[config.mk]
export PLATFORM = sky130hd
export DESIGN_NAME = muxn_scan_reg
export DESIGN_NICKNAME = d
export VERILOG_FILES = /design/src/rtl/muxn_scan_reg.sv
export SDC_FILE = /design/constraint.sdc
export NUM_CORES = 1
export LEC_CHECK = 0
export BUFFER_PORTS_ARGS = -buffer_cell sky130_fd_sc_hd__buf_2
export CORE_UTILIZATION = 25
export CTS_CLUSTER_SIZE = 8
export DETAILED_ROUTE_END_ITERATION = 12
export GPL_TIMING_DRIVEN = 1
export HOLD_SLACK_MARGIN = 0.1
export PLACE_DENSITY = 0.51
export SYNTH_ARGS = -nofsm -noshare
export SYNTH_HDL_FRONTEND = slang
export SYNTH_SLANG_ARGS = --single-unit
export TNS_END_PERCENT = 100
[constraint.sdc]
create_clock -name clk -period 1.45 [get_ports clk]
set_input_delay 0.0725 -clock clk [delete_from_list [all_inputs] [get_ports clk]]
set_output_delay 0.0725 -clock clk [all_outputs]
set_load 0.01 [all_outputs]
[src/rtl/muxn_scan_reg.sv]
// Registered N:1 mux with manual select and dwell-based channel scanning, behind a valid/ready output stage.
// Optional even-parity output q_par is compiled in when MUXN_PARITY_EN is defined.
module muxn_scan_reg #(
  parameter int WIDTH = 8,
  parameter int NCH   = 4,
  parameter int SELW  = 2,
  parameter int DWELL = 4
) (
  input  logic                 clk,
  input  logic                 reset,
  input  logic                 mode,
  input  logic [SELW-1:0]      sel,
  input  logic [NCH*WIDTH-1:0] d,
  input  logic                 out_ready,
  output logic [WIDTH-1:0]     q,
  output logic                 q_valid,
  output logic [SELW-1:0]      q_ch,
`ifdef MUXN_PARITY_EN
  output logic                 sel_err,
  output logic                 q_par
`else
  output logic                 sel_err
`endif
);

  localparam int DW = (DWELL > 1) ? $clog2(DWELL) : 1;
  localparam logic [DW-1:0]   DLAST = DW'(DWELL - 1);
  localparam logic [SELW-1:0] CLAST = SELW'(NCH - 1);
  localparam logic [SELW:0]   NCH_W = (SELW+1)'(NCH);

  typedef enum logic [1:0] {S_IDLE, S_MAN, S_SCAN} state_t;

  state_t            state_q, state_d;
  logic [SELW-1:0]   ch_cnt_q, ch_cnt_d;
  logic [DW-1:0]     dwell_q, dwell_d;
  logic [WIDTH-1:0]  data_q, data_d;
  logic              valid_q, valid_d;
  logic [SELW-1:0]   ch_q, ch_d;
  logic              err_q, err_d;
  logic              par_q, par_d;

  logic              load;
  logic [SELW-1:0]   base_ch, ld_ch;
  logic [DW-1:0]     base_dwell;
  logic [WIDTH-1:0]  ld_data;

  assign load = !valid_q || out_ready;

  // Entering scan from manual restarts the count; the switching load itself is channel 0.
  assign base_ch    = (state_q == S_SCAN) ? ch_cnt_q : '0;
  assign base_dwell = (state_q == S_SCAN) ? dwell_q  : '0;

  always_comb begin
    state_d  = state_q;
    ch_cnt_d = ch_cnt_q;
    dwell_d  = dwell_q;
    data_d   = data_q;
    valid_d  = valid_q;
    ch_d     = ch_q;
    err_d    = err_q;
    par_d    = par_q;
    ld_ch    = '0;
    case (state_q)
      S_IDLE: begin
        valid_d = 1'b0;
        state_d = mode ? S_SCAN : S_MAN;
      end
      default: begin
        if (load) begin
          valid_d = 1'b1;
          if (mode) begin
            state_d = S_SCAN;
            ld_ch   = base_ch;
            ch_d    = base_ch;
            err_d   = 1'b0;
            if (base_dwell == DLAST) begin
              dwell_d  = '0;
              ch_cnt_d = (base_ch == CLAST) ? '0 : base_ch + 1'b1;
            end else begin
              dwell_d  = base_dwell + 1'b1;
              ch_cnt_d = base_ch;
            end
          end else begin
            state_d = S_MAN;
            ch_d    = sel;
            err_d   = ({1'b0, sel} >= NCH_W);
            ld_ch   = err_d ? '0 : sel;
          end
          data_d = ld_data;
          par_d  = ^ld_data;
        end
      end
    endcase
  end

  always_comb begin
    ld_data = '0;
    for (int k = 0; k < NCH; k++) begin
      if (ld_ch == SELW'(k)) ld_data = d[k*WIDTH +: WIDTH];
    end
  end

  always_ff @(posedge clk) begin
    if (reset) begin
      state_q  <= S_IDLE;
      ch_cnt_q <= '0;
      dwell_q  <= '0;
      data_q   <= '0;
      valid_q  <= 1'b0;
      ch_q     <= '0;
      err_q    <= 1'b0;
      par_q    <= 1'b0;
    end else begin
      state_q  <= state_d;
      ch_cnt_q <= ch_cnt_d;
      dwell_q  <= dwell_d;
      data_q   <= data_d;
      valid_q  <= valid_d;
      ch_q     <= ch_d;
      err_q    <= err_d;
      par_q    <= par_d;
    end
  end

  assign q       = data_q;
  assign q_valid = valid_q;
  assign q_ch    = ch_q;
  assign sel_err = err_q;
`ifdef MUXN_PARITY_EN
  assign q_par   = par_q;
`else
  logic unused_par;
  assign unused_par = par_q;
`endif

endmodule

# == Word level (Yosys, flattened, before mapping) ==
# Cells that the tools add are included.
# Widths: inputs -> output; s select.
# word_totals
register_bits,17
inputBits,38
# op_classes
add_sub_neg,2
eq_ne,6
mux,15
bitwise,1
reduce_logical,8
# op_table
cell,n
$mux 8,4
$mux 2,11
$eq 2x2->1 const B,5
$add 2x1->2 const B,2
$logic_not 2->1,2
$reduce_and 3->1,1
$eq 2x1->1 const B,1
$reduce_and 2->1,1
$reduce_bool 2->1,1
$reduce_or 2->1,1
$logic_not 1->1,1
$logic_or 1x1->1,1
$not 1->1,1

# == Depth between registers and ports, before layout ==
# Gate-level depths: netlist of the first run.
# logic_depth
ltp_word,10
mapped_depth,6
depth_no_buf,6

# == Worst setup path after synthesis of the first run ==
# No wires, ideal clock.
# synth_timing
path_type,reg2reg
from,register state_q[1]
to,register ch_cnt_q[1]
t_arrival_ns,1.395
slack_ns,-0.016
stages_incl_launch_ff,7
n_path_buf,0
period_less_slack_ns,1.466
cell_sequence,dfxtp_1 -> nor2b_1 -> and2_1 -> ha_1 -> nand2_1 -> or4_1 -> a21oi_1
# synth_via
elab_chain_cells,5
elab_cells_between_ends,11
classes_between,1 x add/sub; 3 x eq/ne; 4 x mux; 1 x bitwise; 2 x reduce/logical
# synth_rtl
element,line_no,source
from (decl),33,"state_t state_q, state_d;"
from (signal assigned),114,state_q <= state_d;
$eq 2x2->1,"50, 51",
$mux 2,50,assign base_ch = (state_q == S_SCAN) ? ch_cnt_q : '0;
$add 2x1->2 / $eq 2x2->1 (equally long branches),78,ch_cnt_d = (base_ch == CLAST) ? '0 : base_ch + 1'b1;
$mux 2,78,
$mux 2,76,if (base_dwell == DLAST) begin
to (signal assigned),115,ch_cnt_q <= ch_cnt_d;
to (decl),34,"logic [SELW-1:0] ch_cnt_q, ch_cnt_d;"
# Parallel ways exist; a longest one is shown, timed or not.
# A chain may end at the register's enable or synchronous reset.

# == Worst setup path in the final report of the first run ==
# Ends and elaborated chain as after synthesis.

==> results of run 1 <==
[per-layer routing]
metal	global-route usage [%]	vias up	share of wire, %	routed length, um
met5	0	-	0	0
met1	16.6	517	41	1250
met2	26.5	38	52	1570
met4	10.2	0	3.7	112
met3	2.55	14	3.5	108
li1	-	553	-	-
[repair_timing]
action                                  CTS  global route
cloned                                    0             1
pin swaps                                 1             2
endpoints found under the setup margin    1             9
gates resized for setup                   3             3
hold endpoints to repair                  8             1
setup buffers                             1             1
hold buffers                             26             1
[cell families (layout without fill, tap and decap cells)]
logic type	count (synthesis)	after routing
buffers and inverters	6	91
multiplexers	16	16
flip-flops	17	17
adder cells (fa/ha/maj)	1	1
other	1	1
AND/OR/NAND/NOR	41	42
AO/OA/AOI/OAI	22	22
[worst paths after layout]
| check | to | cells past startpoint |
|---|---|---|
| min | q[2] | 3 |
| max | ch_cnt_q[1] | 6 |
| min reg2reg | dwell_q[1] | 2 |
| max reg2reg | ch_cnt_q[1] | 6 |
[area by class of cell]
| class | count | share of cell area, % |
|---|---|---|
| tap | 46 | 3.62 |
| multi-input combinational | 82 | 35.7 |
| inverter | 2 | 0.473 |
| clock buffer | 3 | 1.42 |
| timing repair buffer | 85 | 36.9 |
| sequential | 17 | 21.6 |
| clock inverter | 1 | 0.315 |
[synth_stat cells, types with 2 or more instances]
cell	count
nand2b_1	4
nor2_1	8
inv_1	2
a21oi_1	5
nor3_1	3
o221ai_1	8
nand2_1	15
mux2i_1	16
nor2b_1	3
dfxtp_1	17
o21ai_0	2
and2_1	2
[through the flow]
stage	std cells	cell area (um^2)
floorplan	104	918
global placement	202	1250
detailed placement	202	1250
CTS	233	1550
global route	236	1590
finish	236	1590
[sequential cells by signal, summed over array words and instances (netlist names)]
name / count
q_ch: 2
dwell_q: 2
q_valid: 1
state_q: 2
ch_cnt_q: 2
q: 8
[worst max-delay path, stage by stage, from the launching register on]
cell,delay [ns]
dfxtp_2,0.34
nor2b_2,0.13
and2_1,0.13
ha_2,0.17
nand2_1,0.05
or4_1,0.40
a21oi_1,0.13
[power by group]
| group | total (W) | leakage (nW) | switching, W | internal (W) |
|---|---|---|---|---|
| clock network | 0.000261 | 0.0177 | 0.000158 | 0.000103 |
| logic | 0.000313 | 0.568 | 0.000138 | 0.000175 |
| registers | 0.000520 | 0.140 | 0.0000187 | 0.000501 |
==> flow_summary_export.csv, run 1 <==
group,metric,value,unit
logic_synthesis,synthXorXnorAreaFrac,0,%
drt,drtAntennaViolNets,0,
final_layout,nets,230,
logic_synthesis,synthAdderAreaFrac,1.36,%
pwr,powerDensity,689,nW/um^2
timing,setup_ws,0.0345,ns
logic_synthesis,yosys-mux-area-fraction,17.5,%
hold_path,min_from,"d[2]",
placement,gp_congestion,0.749,
worst_setup_path,worstSetupStartpointType,"register",
job,maxCapViolations,0,
die,die_height,62.6,um
pwr,power.total,0.00109,W
logic_synthesis,yosysTopAreaCell,"dfxtp_1",
die,ios,50,
logic_synthesis,synth_top_family_by_area,"simple AND/OR/NAND/NOR gates",
logic_synthesis,synth_compound_gate_area_share,17.2,%
global_routing,grt_antenna_before_repair,0,
global_routing,overflow,0,
drt,vias_per_cell,4.75,
logic_synthesis,synthCells,104,
worst_setup_path,crit_path_max_fanout,3,
worst_setup_path,crit_arrival,1.65,ns
clocking,numCtsBuffers,3,
logic_synthesis,syn_nets,143,
worst_setup_path,required,1.68,ns
worst_setup_path,crit_type,"register to register",
clocking,htree_levels,1,
die,die_w,62.6,um
timing,fin_crit_sh,97.6,%
drt,wl_per_cell,12.9,um
final_layout,drive_above_1_share,37.9,%
timing,final_max_slew_viol_count,0,
drt,drtIter0Drc,47,
die,core,3420,um^2
final_layout,register_area,343,um^2
worst_setup_path,cp-end-kind,"register",
drt,drc,0,
timing,grt_setup_unrepaired,"yes",
timing,final_hold_viol_count,0,
worst_setup_path,critPathLaunch,"state_q[1]",
final_layout,final_cell_mix,"buf_2, dlygate4sd3_1, mux2i_1",
timing,finalSetupViolCount,0,
logic_synthesis,synth-edff-count,0,
die,rows,21,
clocking,path_clk_slew,0.11,ns
logic_synthesis,synth_area,917,um^2
global_routing,grt_usage,15.1,%
die,start_util,26.8,%
clocking,clock-sinks,17,
clocking,cts_root_buf,"clkbuf_4",
timing,period_needed,1.42,ns
pwr,p_leak,0.726,nW
timing,fmax,706,MHz
logic_synthesis,synthDistinctLibCells,31,
status,outcome,"finished, final reports clean",
clocking,clk_path_buf_depth,2,
logic_synthesis,ys_top_cells_by_area,"dfxtp_1, mux2i_1, o221ai_1, nand2_1, nor2_1",
logic_synthesis,ys_warn_count,0,
logic_synthesis,yosys.area_share.simple,22.6,%
worst_setup_path,r2r_slack,0.03,ns
worst_setup_path,r2r-start,"state_q[1]",
logic_synthesis,synth_ff_type,"dfxtp_1",
hold_path,hp-class,"input pin to register",
final_layout,fill_cells,350,
placement,pre_cts_slack,-0.0122,ns
clocking,worstSkewPairLatency,0.29,ns
die,fp.dieArea,3920,um^2
pwr,ir_drop,390,uV
logic_synthesis,ys_async_sr_fraction,0,%
drt,first_pass_iters,4,
final_layout,antenna_cells,0,
global_routing,grt_pass1_vias,1011,
global_routing,grt_max_degree,17,
global_routing,grt_pass1_wl,4.59,mm
logic_synthesis,syn_avg_cell_area,8.82,um^2
timing,fin_skew,0.00436,ns
logic_synthesis,netlist.area_leader.share,37.1,%
timing,whs,0.0993,ns
placement,dp_hpwl,1.87,mm
drt,vias,1122,
final_layout,multi_input_area,567,um^2
clocking,cts_tree,"yes",
timing,setup_tns,0,ns
logic_synthesis,synth_seq_area_share,37.1,%
final_layout,final_common_cell,"buf_2",
final_layout,area_growth,73.1,%
final_layout,fin_util,46.5,%
placement,io_buffers,48,
logic_synthesis,ys_ff_latch,17,
drt,routed_wl,3.05,mm
(Power assumes the default switching activity.)
==> run 2: changes to the inputs <==
--- a/config.mk
+++ b/config.mk
@@ -8,3 +8,4 @@
 export BUFFER_PORTS_ARGS = -buffer_cell sky130_fd_sc_hd__buf_2
-export CORE_UTILIZATION = 25
+export CORE_ASPECT_RATIO = 0.8
+export CORE_UTILIZATION = 39
 export CTS_CLUSTER_SIZE = 8
@@ -13,3 +14,3 @@
 export HOLD_SLACK_MARGIN = 0.1
-export PLACE_DENSITY = 0.51
+export PLACE_DENSITY = 0.73
 export SYNTH_ARGS = -nofsm -noshare
==> constraint.sdc (replaced) <==
create_clock -name clk -period 1.45 [get_ports clk]
set_input_delay 0.29 -clock clk [delete_from_list [all_inputs] [get_ports clk]]
set_output_delay 0.29 -clock clk [all_outputs]
set_load 0.01 [all_outputs]
==> flow_summary_export.csv, run 2 (synthesized netlist as in run 1, its figures left out) <==
group,metric,value,unit
final_layout,drive_above_1_share,48.5,%
drt,drtIter0Drc,33,
global_routing,use_met3,5.97,%
clocking,htree_levels,1,
pwr,ir_drop,540,uV
timing,final_hold_viol_count,0,
worst_setup_path,crit_path_max_fanout,6,
pwr,powerDensity,767,nW/um^2
worst_setup_path,crit_type,"register to register",
clocking,cts_tree,"yes",
global_routing,top_usage_layer,"met2",
worst_setup_path,worstSetupStartpointType,"register",
clocking,numCtsBuffers,3,
hold_path,hp-class,"input pin to register",
die,rows,15,
global_routing,grt_pass1_vias,848,
clocking,path_clk_slew,0.10,ns
job,maxCapViolations,0,
timing,fin_crit_sh,99.9,%
die,ios,50,
global_routing,grt_pass1_wl,3.71,mm
drt,vias_per_cell,5.14,
final_layout,register_area,343,um^2
timing,final_max_slew_viol_count,0,
worst_setup_path,required,1.61,ns
timing,grt_setup_unrepaired,"yes",
placement,io_buffers,48,
final_layout,final_cell_mix,"buf_2, dfxtp_1, mux2i_1",
clocking,cts_root_buf,"clkbuf_4",
drt,routed_wl,2.64,mm
final_layout,final_common_cell,"buf_2",
drt,first_pass_iters,4,
global_routing,grtUsageMet1,23.5,%
final_layout,multi_input_area,596,um^2
global_routing,grt_usage,19.5,%
die,die_w,56.2,um
clocking,clk_path_buf_depth,2,
die,fp.dieArea,2550,um^2
global_routing,grt_max_degree,12,
placement,dp_hpwl,1.81,mm
drt,vias,977,
worst_setup_path,cp-end-kind,"register",
worst_setup_path,crit_arrival,1.61,ns
status,outcome,"finished, final reports clean",
clocking,clock-sinks,17,
placement,gp_congestion,0.786,
global_routing,grt_antenna_before_repair,0,
timing,period_needed,1.45,ns
drt,drc,0,
die,core,2200,um^2
global_routing,met2_usage,34.3,%
final_layout,fill_cells,189,
timing,fin_skew,0.00999,ns
die,start_util,41.8,%
clocking,worstSkewPairLatency,0.29,ns
die,die_height,45.4,um
drt,wl_per_cell,13.9,um
final_layout,nets,205,
timing,fmax,691,MHz
timing,finalSetupViolCount,0,
final_layout,largest_reg_flops,8,
final_layout,antenna_cells,0,
drt,drtAntennaViolNets,0,
global_routing,overflow,0,
final_layout,fin_util,62.8,%
pwr,p_leak,0.643,nW
pwr,power.total,0.00106,W
final_layout,area_growth,50.3,%
==> run 2: final timing paths <==
| check | slack, ns | depth (start not counted) | to | from |
|---|---|---|---|---|
| worst max-delay path | 0.002 | 6 | q[0] | state_q[1] |
| worst min-delay path | 0.28 | 3 | q[4] | d[12] |
| worst max register to register | 0.002 | 6 | q[0] | state_q[1] |
| worst min register to register | 0.46 | 2 | dwell_q[1] | dwell_q[1] |
==> run 2: power breakdown <==
part	leakage (nW)	switching [W]	internal, W
registers	0.140	0.0000195	0.000501
clock network	0.0150	0.000146	0.000107
logic	0.487	0.000133	0.000150
==> run 2: repair_timing <==
item                                    4_1_cts  5_1_grt
buffers inserted                              2        2
hold buffers                                  0        0
gates resized for setup                       3       14
cloned                                        0        1
pin swaps                                     2        9
endpoints found under the setup margin        2        9
==> run 2: layer usage <==
layer  wire, um  share of wire [%]
met5          0                  0
met4         21               0.80
met3        126                4.8
met2       1390                 53
met1       1100                 42
==> run 2: worst max-delay path: stages (launching register included) <==
cell and delay, ns:
dfxtp_2 0.36, buf_6 0.10, nand4b_1 0.18, nand2_4 0.20, buf_12 0.15, mux2i_2 0.21, o221ai_1 0.13
==> run 2: through the flow <==
stage | setup TNS (ns) | hold WS, ns | instance area [um^2] | setup WS (ns) | cells
final | 0 | 0.284 | 1380 | 0.00196 | 190
after global routing | -0.543 | 0.291 | 1380 | -0.0804 | 190
after CTS | -0.00405 | 0.297 | 1280 | -0.00405 | 187
after detailed placement | -0.0724 | 0.447 | 1220 | -0.0640 | 181
after global placement | 0 | 0.437 | 1220 | 0.0412 | 181
after floorplan | 0 | 0.428 | 918 | 0.0305 | 104
==> run 2: layout make-up <==
class,instances,area share [%]
multi-input combinational,81,43.2
timing repair buffer,61,27.2
sequential,17,24.9
tap,25,2.27
clock buffer,4,1.91
inverter,2,0.544
==> run 3: changes to the inputs <==
GPL_TIMING_DRIVEN = 0   (was 1)
REMOVE_ABC_BUFFERS = 1   (was default)
==> flow_summary_export.csv, run 3 (synthesized netlist as in run 1, its figures left out) <==
group,metric,value,unit
global_routing,grt_max_degree,17,
drt,drtIter0Drc,45,
clocking,htree_levels,1,
global_routing,grt_pass1_vias,796,
die,start_util,41.8,%
timing,grt_setup_unrepaired,"yes",
drt,vias,994,
global_routing,grt_antenna_before_repair,0,
pwr,p_leak,0.585,nW
die,die_w,56.2,um
drt,routed_wl,2.53,mm
timing,finalSetupViolCount,1,
job,maxCapViolations,0,
final_layout,largest_reg_flops,8,
clocking,numCtsBuffers,3,
global_routing,grt_usage,16.9,%
drt,wl_per_cell,14.0,um
final_layout,finalInstanceArea,1270,um^2
die,rows,15,
drt,vias_per_cell,5.52,
final_layout,drive_above_1_share,45.8,%
worst_setup_path,crit_arrival,1.73,ns
drt,drtAntennaViolNets,0,
timing,final_max_slew_viol_count,0,
worst_setup_path,worstSetupStartpointType,"register",
clocking,clk_path_buf_depth,2,
timing,final_hold_viol_count,0,
final_layout,final_common_cell,"buf_2",
global_routing,grt_pass1_wl,3.37,mm
final_layout,final_cell_mix,"buf_2, mux2i_1, dfxtp_1",
clocking,worstSkewPairLatency,0.30,ns
timing,fin_crit_sh,103,%
pwr,powerDensity,802,nW/um^2
worst_setup_path,crit_type,"register to register",
timing,setup_ws,-0.0445,ns
worst_setup_path,ff2ff_path_depth,6,
status,outcome,"finished, violations left",
pwr,ir_drop,588,uV
worst_setup_path,cp-end-kind,"register",
status,violations,"negative setup slack",
hold_path,hp-class,"input pin to register",
die,ios,50,
global_routing,overflow,0,
drt,drc,0,
placement,io_buffers,48,
final_layout,nets,195,
clocking,cts_tree,"yes",
placement,placed_area,1160,um^2
timing,fin_skew,0.0128,ns
placement,dp_hpwl,1.75,mm
final_layout,area_growth,38.9,%
drt,first_pass_iters,4,
placement,gp_congestion,0.810,
final_layout,antenna_cells,0,
timing,fmax,669,MHz
clocking,path_clk_slew,0.11,ns
worst_setup_path,crit_path_max_fanout,7,
die,core,2200,um^2
hold_path,min_path_cells,3,
worst_setup_path,required,1.69,ns
die,fp.dieArea,2550,um^2
clocking,cts_root_buf,"clkbuf_4",
die,die_height,45.4,um
pwr,power.total,0.00102,W
clocking,clock-sinks,17,
timing,period_needed,1.49,ns
==> run 3: cell types whose count changed in the layout (fill, tap and decap cells not counted), sizes merged <==
| cell | delta |
|---|---|
| buf | -10 |
| clkbuf | -2 |
| clkinv | +1 |
| nand2 | +1 |
==> run 3: area by class of cell <==
class                      count  area [um^2]
fill                         201          922
multi-input combinational     82          607
sequential                    17          345
timing repair buffer          50          255
tap                           25         31.3
clock buffer                   3         22.5
inverter                       2         7.51
clock inverter                 1         5.00
==> run 3: critical path: stages (launching register included) <==
cell     delay, ns
dfxtp_4       0.39
nor2b_4       0.15
and2_4        0.15
ha_4          0.13
nand2_1       0.04
or4_4         0.42
a21oi_2       0.16
==> run 3: stage by stage <==
step	std cells	hold slack (ns)	worst slack (ns)	TNS, ns	utilization, %
final	180	0.290	-0.0445	-0.0445	58.0
after global placement	173	0.437	-0.137	-0.768	52.9
after CTS	178	0.293	0.00479	0	55.2
after detailed placement	173	0.446	-0.134	-0.624	52.9
after floorplan	100	0.359	-0.0148	-0.0148	-
after global routing	180	0.294	-0.0800	-0.0800	58.0
==> run 3: where the power goes <==
group	leakage (nW)	switching (W)	internal (W)
Sequential	0.141	0.0000212	0.000501
Combinational	0.427	0.000124	0.000115
Clock	0.0177	0.000157	0.000103
==> run 3: worst paths after layout <==
kind         startpoint     endpoint  slack [ns]
max          state_q[1]  ch_cnt_q[1]       -0.04
min                d[6]         q[6]        0.29
max reg2reg  state_q[1]  ch_cnt_q[1]       -0.04
min reg2reg        q[3]         q[3]        0.47
==> run 3: repair_timing <==
item / 4_1_cts / 5_1_grt
hold buffers: 0 / 0
cloned: 0 / 1
endpoints found under the setup margin: 9 / 10
gates resized for setup: 6 / 12
buffers inserted: 1 / 1
endpoints found under the hold margin: 0 / 0
pin swaps: 2 / 4
==> run 3: routing by layer <==
metal	vias up	part of all wire, %	track usage [%]
met2	41	51	28.8
met5	-	0	0
met3	4	5.3	1.70
met4	0	1.1	5.85
met1	469	43	22.8
li1	480	-	-
